--- src/rtl/memory_utils_pkg.sv ---
// Shared memory-path types: word width, read-type codes and arbiter enums.
package memory_utils;

    typedef logic [11:0] word;

    localparam logic DATA_READ  = 1'b0;
    localparam logic INSTR_READ = 1'b1;

    typedef enum logic [1:0] {IDLE, ISSUE, WAIT, RESPOND} arb_state_t;
    typedef enum logic {CPU, PNL} requester_t;

endpackage

--- src/rtl/memory_arbiter_rr_arbiter2.sv ---
// Two-way round-robin winner selection; grant_o doubles as the next last_grant.
module rr_arbiter2
    import memory_utils::*;
(
    input  logic       req_cpu_i,
    input  logic       req_pnl_i,
    input  requester_t last_grant_i,
    output logic       valid_o,
    output requester_t grant_o
);

    assign valid_o = req_cpu_i | req_pnl_i;

    always_comb begin
        grant_o = PNL;
        if (req_cpu_i && req_pnl_i) begin
            grant_o = (last_grant_i == CPU) ? PNL : CPU;
        end else if (req_cpu_i) begin
            grant_o = CPU;
        end
    end

endmodule

--- src/rtl/memory_arbiter.sv ---
// Shares one memory controller between the CPU and front-panel/DMA ports with
// round-robin grants, one enable pulse per grant and a WAIT timeout.
module memory_arbiter
    import memory_utils::*;
#(
    parameter int unsigned TIMEOUT_CYCLES = 16
) (
    input  logic clk_i,
    input  logic rst_ni,
    input  logic cpu_req_i,
    input  logic cpu_we_i,
    input  logic cpu_read_type_i,
    input  word  cpu_addr_i,
    input  word  cpu_wdata_i,
    output word  cpu_rdata_o,
    output logic cpu_done_o,
    output logic cpu_err_o,
    input  logic pnl_req_i,
    input  logic pnl_we_i,
    input  logic pnl_read_type_i,
    input  word  pnl_addr_i,
    input  word  pnl_wdata_i,
    output word  pnl_rdata_o,
    output logic pnl_done_o,
    output logic pnl_err_o,
    output word  mem_address_o,
    output word  mem_write_data_o,
    output logic mem_read_enable_o,
    output logic mem_write_enable_o,
    output logic mem_read_type_o,
    input  word  mem_read_data_i,
    input  logic mem_operation_done_i,
    output logic busy_o
);

    localparam int unsigned CntW = $clog2(TIMEOUT_CYCLES + 1);

    arb_state_t state_q, state_d;
    requester_t grant_q, grant_d, last_grant_q, last_grant_d, arb_grant;
    logic       arb_valid;
    logic       we_q, we_d, rtype_q, rtype_d;
    word        addr_q, addr_d, wdata_q, wdata_d;
    word        cpu_rdata_q, cpu_rdata_d, pnl_rdata_q, pnl_rdata_d;
    logic       re_q, re_d, wr_q, wr_d;
    logic       cpu_done_q, cpu_done_d, cpu_err_q, cpu_err_d;
    logic       pnl_done_q, pnl_done_d, pnl_err_q, pnl_err_d;
    logic [CntW-1:0] tcnt_q, tcnt_d;
    logic       sel_we, sel_rtype, timeout;
    word        sel_addr, sel_wdata;

    rr_arbiter2 u_rr (
        .req_cpu_i   (cpu_req_i),
        .req_pnl_i   (pnl_req_i),
        .last_grant_i(last_grant_q),
        .valid_o     (arb_valid),
        .grant_o     (arb_grant)
    );

    assign sel_we    = (arb_grant == CPU) ? cpu_we_i        : pnl_we_i;
    assign sel_rtype = (arb_grant == CPU) ? cpu_read_type_i : pnl_read_type_i;
    assign sel_addr  = (arb_grant == CPU) ? cpu_addr_i      : pnl_addr_i;
    assign sel_wdata = (arb_grant == CPU) ? cpu_wdata_i     : pnl_wdata_i;

    always_comb begin
        state_d      = state_q;
        grant_d      = grant_q;
        last_grant_d = last_grant_q;
        we_d         = we_q;
        rtype_d      = rtype_q;
        addr_d       = addr_q;
        wdata_d      = wdata_q;
        tcnt_d       = tcnt_q;
        cpu_rdata_d  = cpu_rdata_q;
        pnl_rdata_d  = pnl_rdata_q;
        re_d         = 1'b0;
        wr_d         = 1'b0;
        cpu_done_d   = 1'b0;
        cpu_err_d    = 1'b0;
        pnl_done_d   = 1'b0;
        pnl_err_d    = 1'b0;
        timeout      = 1'b0;
        unique case (state_q)
            IDLE: begin
                if (arb_valid) begin
                    state_d      = ISSUE;
                    grant_d      = arb_grant;
                    last_grant_d = arb_grant;
                    we_d         = sel_we;
                    addr_d       = sel_addr;
                    wdata_d      = sel_wdata;
                    if (!sel_we) rtype_d = sel_rtype;
                    // Enables are registered so they are high exactly during ISSUE.
                    wr_d         = sel_we;
                    re_d         = !sel_we;
                end
            end
            ISSUE: begin
                state_d = WAIT;
                tcnt_d  = '0;
            end
            WAIT: begin
                if (mem_operation_done_i || tcnt_q == CntW'(TIMEOUT_CYCLES - 1)) begin
                    state_d = RESPOND;
                    timeout = !mem_operation_done_i;
                    if (grant_q == CPU) begin
                        cpu_done_d = 1'b1;
                        cpu_err_d  = timeout;
                        if (!timeout && !we_q) cpu_rdata_d = mem_read_data_i;
                    end else begin
                        pnl_done_d = 1'b1;
                        pnl_err_d  = timeout;
                        if (!timeout && !we_q) pnl_rdata_d = mem_read_data_i;
                    end
                end else begin
                    tcnt_d = tcnt_q + CntW'(1);
                end
            end
            RESPOND: state_d = IDLE;
        endcase
    end

    always_ff @(posedge clk_i or negedge rst_ni) begin
        if (!rst_ni) begin
            state_q      <= IDLE;
            grant_q      <= CPU;
            last_grant_q <= PNL;
            we_q         <= 1'b0;
            rtype_q      <= 1'b0;
            addr_q       <= '0;
            wdata_q      <= '0;
            tcnt_q       <= '0;
            cpu_rdata_q  <= '0;
            pnl_rdata_q  <= '0;
            re_q         <= 1'b0;
            wr_q         <= 1'b0;
            cpu_done_q   <= 1'b0;
            cpu_err_q    <= 1'b0;
            pnl_done_q   <= 1'b0;
            pnl_err_q    <= 1'b0;
        end else begin
            state_q      <= state_d;
            grant_q      <= grant_d;
            last_grant_q <= last_grant_d;
            we_q         <= we_d;
            rtype_q      <= rtype_d;
            addr_q       <= addr_d;
            wdata_q      <= wdata_d;
            tcnt_q       <= tcnt_d;
            cpu_rdata_q  <= cpu_rdata_d;
            pnl_rdata_q  <= pnl_rdata_d;
            re_q         <= re_d;
            wr_q         <= wr_d;
            cpu_done_q   <= cpu_done_d;
            cpu_err_q    <= cpu_err_d;
            pnl_done_q   <= pnl_done_d;
            pnl_err_q    <= pnl_err_d;
        end
    end

    assign cpu_rdata_o        = cpu_rdata_q;
    assign cpu_done_o         = cpu_done_q;
    assign cpu_err_o          = cpu_err_q;
    assign pnl_rdata_o        = pnl_rdata_q;
    assign pnl_done_o         = pnl_done_q;
    assign pnl_err_o          = pnl_err_q;
    assign mem_address_o      = addr_q;
    assign mem_write_data_o   = wdata_q;
    assign mem_read_enable_o  = re_q;
    assign mem_write_enable_o = wr_q;
    assign mem_read_type_o    = rtype_q;
    assign busy_o             = (state_q != IDLE);

endmodule
--- config.mk ---
export PLATFORM = sky130hd
export DESIGN_NAME = memory_arbiter
export DESIGN_NICKNAME = d
export VERILOG_FILES = /design/src/rtl/memory_utils_pkg.sv /design/src/rtl/memory_arbiter_rr_arbiter2.sv /design/src/rtl/memory_arbiter.sv
export SDC_FILE = /design/constraint.sdc
export NUM_CORES = 1
export LEC_CHECK = 0
export ABC_AREA = 1
export CORE_ASPECT_RATIO = 0.9
export CORE_MARGIN = 8
export CORE_UTILIZATION = 42
export DETAILED_ROUTE_END_ITERATION = 16
export PLACE_DENSITY = 0.8
export SYNTH_ARGS = -nofsm -noshare
export SYNTH_HDL_FRONTEND = slang
export SYNTH_SLANG_ARGS = --single-unit
--- constraint.sdc ---
create_clock -name clk_i -period 2.2 [get_ports clk_i]
set_clock_uncertainty 0.2 [all_clocks]
set_input_delay 0.33 -clock clk_i [delete_from_list [all_inputs] [get_ports clk_i]]
set_output_delay 0.33 -clock clk_i [all_outputs]
set_load 0.005 [all_outputs]
==> results.py <==
metrics = {
    "run_status": {
        "outcome": "finished clean",
    },
    "detailed_routing": {
        "dr.pass1.iters": 4,
        "drt_iter0_drc": 77,
        "wirelength_microns": 8340,
        "via_count": 2586,
        "antenna_left": 0,
        "viasPerCell": 4.84,
        "wl_per_cell_microns": 15.6,
        "drcViolationCount": 0,
    },
    "global_route": {
        "antenna_found_initial": 0,
        "grt_pass1_vias": 2664,
        "grt_overflow": 0,
        "grt_max_degree": 44,
        "grt_pass1_wl_microns": 13000,
        "grtUsageTotal_pct": 17.4,
    },
    "synth": {
        "synth-seq-area-share_pct": 57.2,
        "synth-simple-area-share_pct": 14.4,
        "synth_compound_area_share_pct": 18.4,
        "synth_mux_area_share_pct": 0,
        "syn-num-nets": 385,
        "synth_area_sq_mm": 0.00284,
        "synth_cells": 311,
        "ys_ff_latch": 65,
        "synthAdderAreaFrac_pct": 2.20,
        "synth_area_per_cell_sq_um": 9.14,
        "synth_xor_area_share_pct": 0.308,
        "ys_warn_count": 0,
        "synth_top_family_by_area": "compound AO/OA/AOI/OAI gates",
        "synthDistinctLibCells": 22,
    },
    "placement": {
        "pre_cts_ws_ns": 0.172,
        "port_buffers": 124,
        "hpwl_microns": 6300,
        "place_congestion": 0.814,
    },
    "die": {
        "row_count": 28,
        "die_y_microns": 94.1,
        "initial_core_util_pct": 43.4,
        "io_pins": 125,
        "dieArea_sq_mm": 0.00966,
        "core_region_area_sq_mm": 0.00655,
        "die_w_microns": 103,
    },
    "worst_setup_path": {
        "timing.critical_path.slowest_cell_delay_ns": 0.49,
        "crit_required_ns": 1.67,
        "path_cells": "inv_1 > ha_1 > inv_2 > clkdlybuf4s50_1",
        "worst-setup-path-type": "register to primary output",
        "crit_fanout": 3,
        "start_kind": "register",
        "cp-end-kind": "primary output",
        "cp.arrival_ns": 1.54,
        "slowest_stage": "clkdlybuf4s50_1",
    },
    "layout": {
        "insertedDiodeCount": 0,
        "nets": 514,
        "final_common_cell": "clkdlybuf4s50_1",
        "layout_common_cells": "123 x clkdlybuf4s50_1, 67 x nand2_1, 64 x dfrtp_1, 46 x o21ai_0, 30 x o21ai_1",
        "syn2layout_area_growth_pct": 53.1,
        "drive_above_1_share_pct": 7.43,
        "n_fill_cell": 539,
    },
    "timing": {
        "maxSlewHeadroom_pct": 63.8,
        "setup_viol": 0,
        "fin_ws_ns": 0.126,
        "final-hold-violation-count": 0,
        "finalCriticalPeriod_ns": 2.07,
        "tightest_slew_ns": 0.543,
        "rsz0062_at_grt": "false",
        "fmax_ghz": 0.482,
        "final_max_slew_viol_count": 0,
        "tns_ns": 0,
        "fin_crit_sh_pct": 94.3,
    },
    "worst_hold_path": {
        "min_path_type": "register to register",
    },
    "flow_run": {
        "cap_viol_max_count": 0,
    },
    "cts": {
        "cts_buffers": 9,
        "cts_buffer_depth": 2,
        "clk_pin_slew_ns": 0.06,
        "cts_tree": "yes",
        "clockRootBuffer": "clkbuf_8",
        "clk_latency_ns": 0.33,
        "numClockSinks": 65,
        "htreeDepth": 3,
    },
    "power": {
        "p_leak_nw": 1.96,
        "ir_worst_vdd_mv": 0.529,
        "power_density_mw_per_mm2": 1220,
    },
}
==> critical path: cells and delay by family, from the launching register on <==
| family | cells | cell delay (ns) |
|---|---|---|
| adders and majority gates | 1 | 0.22 |
| buffers and inverters | 3 | 0.64 |
| DFF | 1 | 0.36 |
==> cells by family after synthesis <==
group,after synthesis
AO/OA/AOI/OAI,104
flip-flops,65
buffers and inverters,42
XOR/XNOR,1
adder cells (fa/ha/maj),5
AND/OR/NAND/NOR,94
==> cell usage after synthesis <==
| cell type | count | share of area [%] |
|---|---|---|
| nor2_1 | 9 | 1.2 |
| nand2_4 | 2 | 0.79 |
| a21oi_1 | 26 | 4.6 |
| inv_1 | 24 | 3.2 |
| o21ai_0 | 46 | 8.1 |
| nor3_1 | 3 | 0.53 |
| nor4_1 | 2 | 0.44 |
| clkbuf_1 | 4 | 0.53 |
| buf_2 | 6 | 1.1 |
| nand3_1 | 8 | 1.4 |
| inv_2 | 2 | 0.26 |
| dfstp_2 | 1 | 0.92 |
| o21ai_1 | 30 | 5.3 |
| buf_6 | 6 | 2.4 |
| a22oi_1 | 1 | 0.26 |
| nor2_8 | 1 | 0.70 |
| xnor2_1 | 1 | 0.31 |
| o22ai_1 | 1 | 0.22 |
| nor2_4 | 1 | 0.40 |
| ha_1 | 5 | 2.2 |
| dfrtp_1 | 64 | 56 |
| nand2_1 | 68 | 9.0 |
==> per-layer routing <==
layer  share of wire, %  vias up  global-route usage, %
li1                   -     1282                      -
met1                 40     1213                   20.0
met2                 51       79                   29.6
met3                6.6       12                   5.85
met4                1.8        0                   5.90
met5                  0        -                      0
==> final timing paths <==
path / startpoint / endpoint / slack (ns) / cells after the start
hold reg to reg: mem_read_type_o$_DFFE_PN0P_ / mem_read_type_o$_DFFE_PN0P_ / 0.28 / 2
setup / recovery: state_q[1]$_DFFE_PN0P_ / busy_o / 0.13 / 4
max in group asynchronous: rst_ni / last_grant_q$_DFFE_PN1P_ / 1.00 / 3
setup reg to reg: tcnt_q[0]$_DFFE_PN0P_ / state_q[1]$_DFFE_PN0P_ / 0.26 / 9
hold / removal: mem_read_type_o$_DFFE_PN0P_ / mem_read_type_o$_DFFE_PN0P_ / 0.28 / 2
min in group asynchronous: rst_ni / mem_write_data_o[10]$_DFFE_PN0P_ / 0.32 / 3
==> registers in the layout, summed over array words and instances (netlist names), 2 cells and up <==
name and cells:
mem_write_data_o 12, tcnt_q 5, mem_address_o 12, cpu_rdata_o 12, state_q 2, pnl_rdata_o 12
==> power breakdown <==
part / total, mW / leakage (nW) / switching (mW) / internal, mW
Clock: 0.991 / 0.102 / 0.415 / 0.575
Combinational: 2.31 / 1.05 / 1.04 / 1.27
Sequential: 2.02 / 0.813 / 0.295 / 1.73
==> area by class of cell <==
cell class                      count  area [sq um]  share of cell area, %
Tap cell                           90           113                   2.59
Timing Repair Buffer              134          1310                   30.2
Clock buffer                       12           155                   3.56
Multi-Input combinational cell    204          1010                   23.2
Clock inverter                      3          40.0                  0.919
Sequential cell                    65          1630                   37.4
Inverter                           26          97.6                   2.24
==> stage by stage <==
| step | hold WS [ns] | utilization, % | instances | power [mW] | area, sq um |
|---|---|---|---|---|---|
| after detailed placement | 0.136 | 63.2 | 517 | 4.35 | 4140 |
| after CTS | 0.286 | 66.3 | 533 | 5.38 | 4350 |
| after floorplan | -0.166 | - | 311 | 3.02 | 2840 |
| final | 0.281 | 66.5 | 534 | 5.32 | 4360 |
| after global routing | 0.304 | 66.5 | 534 | 5.69 | 4360 |
| after global placement | 0.139 | 63.2 | 517 | 4.26 | 4140 |
==> repair_timing <==
item	CTS	global route
setup endpoints to repair	1	2
resized for setup	1	1
hold buffers	1	0
hold endpoints to repair	64	0
pin swaps	0	0
buffers inserted	0	1
No activity file was read; power rests on OpenSTA's default activity.
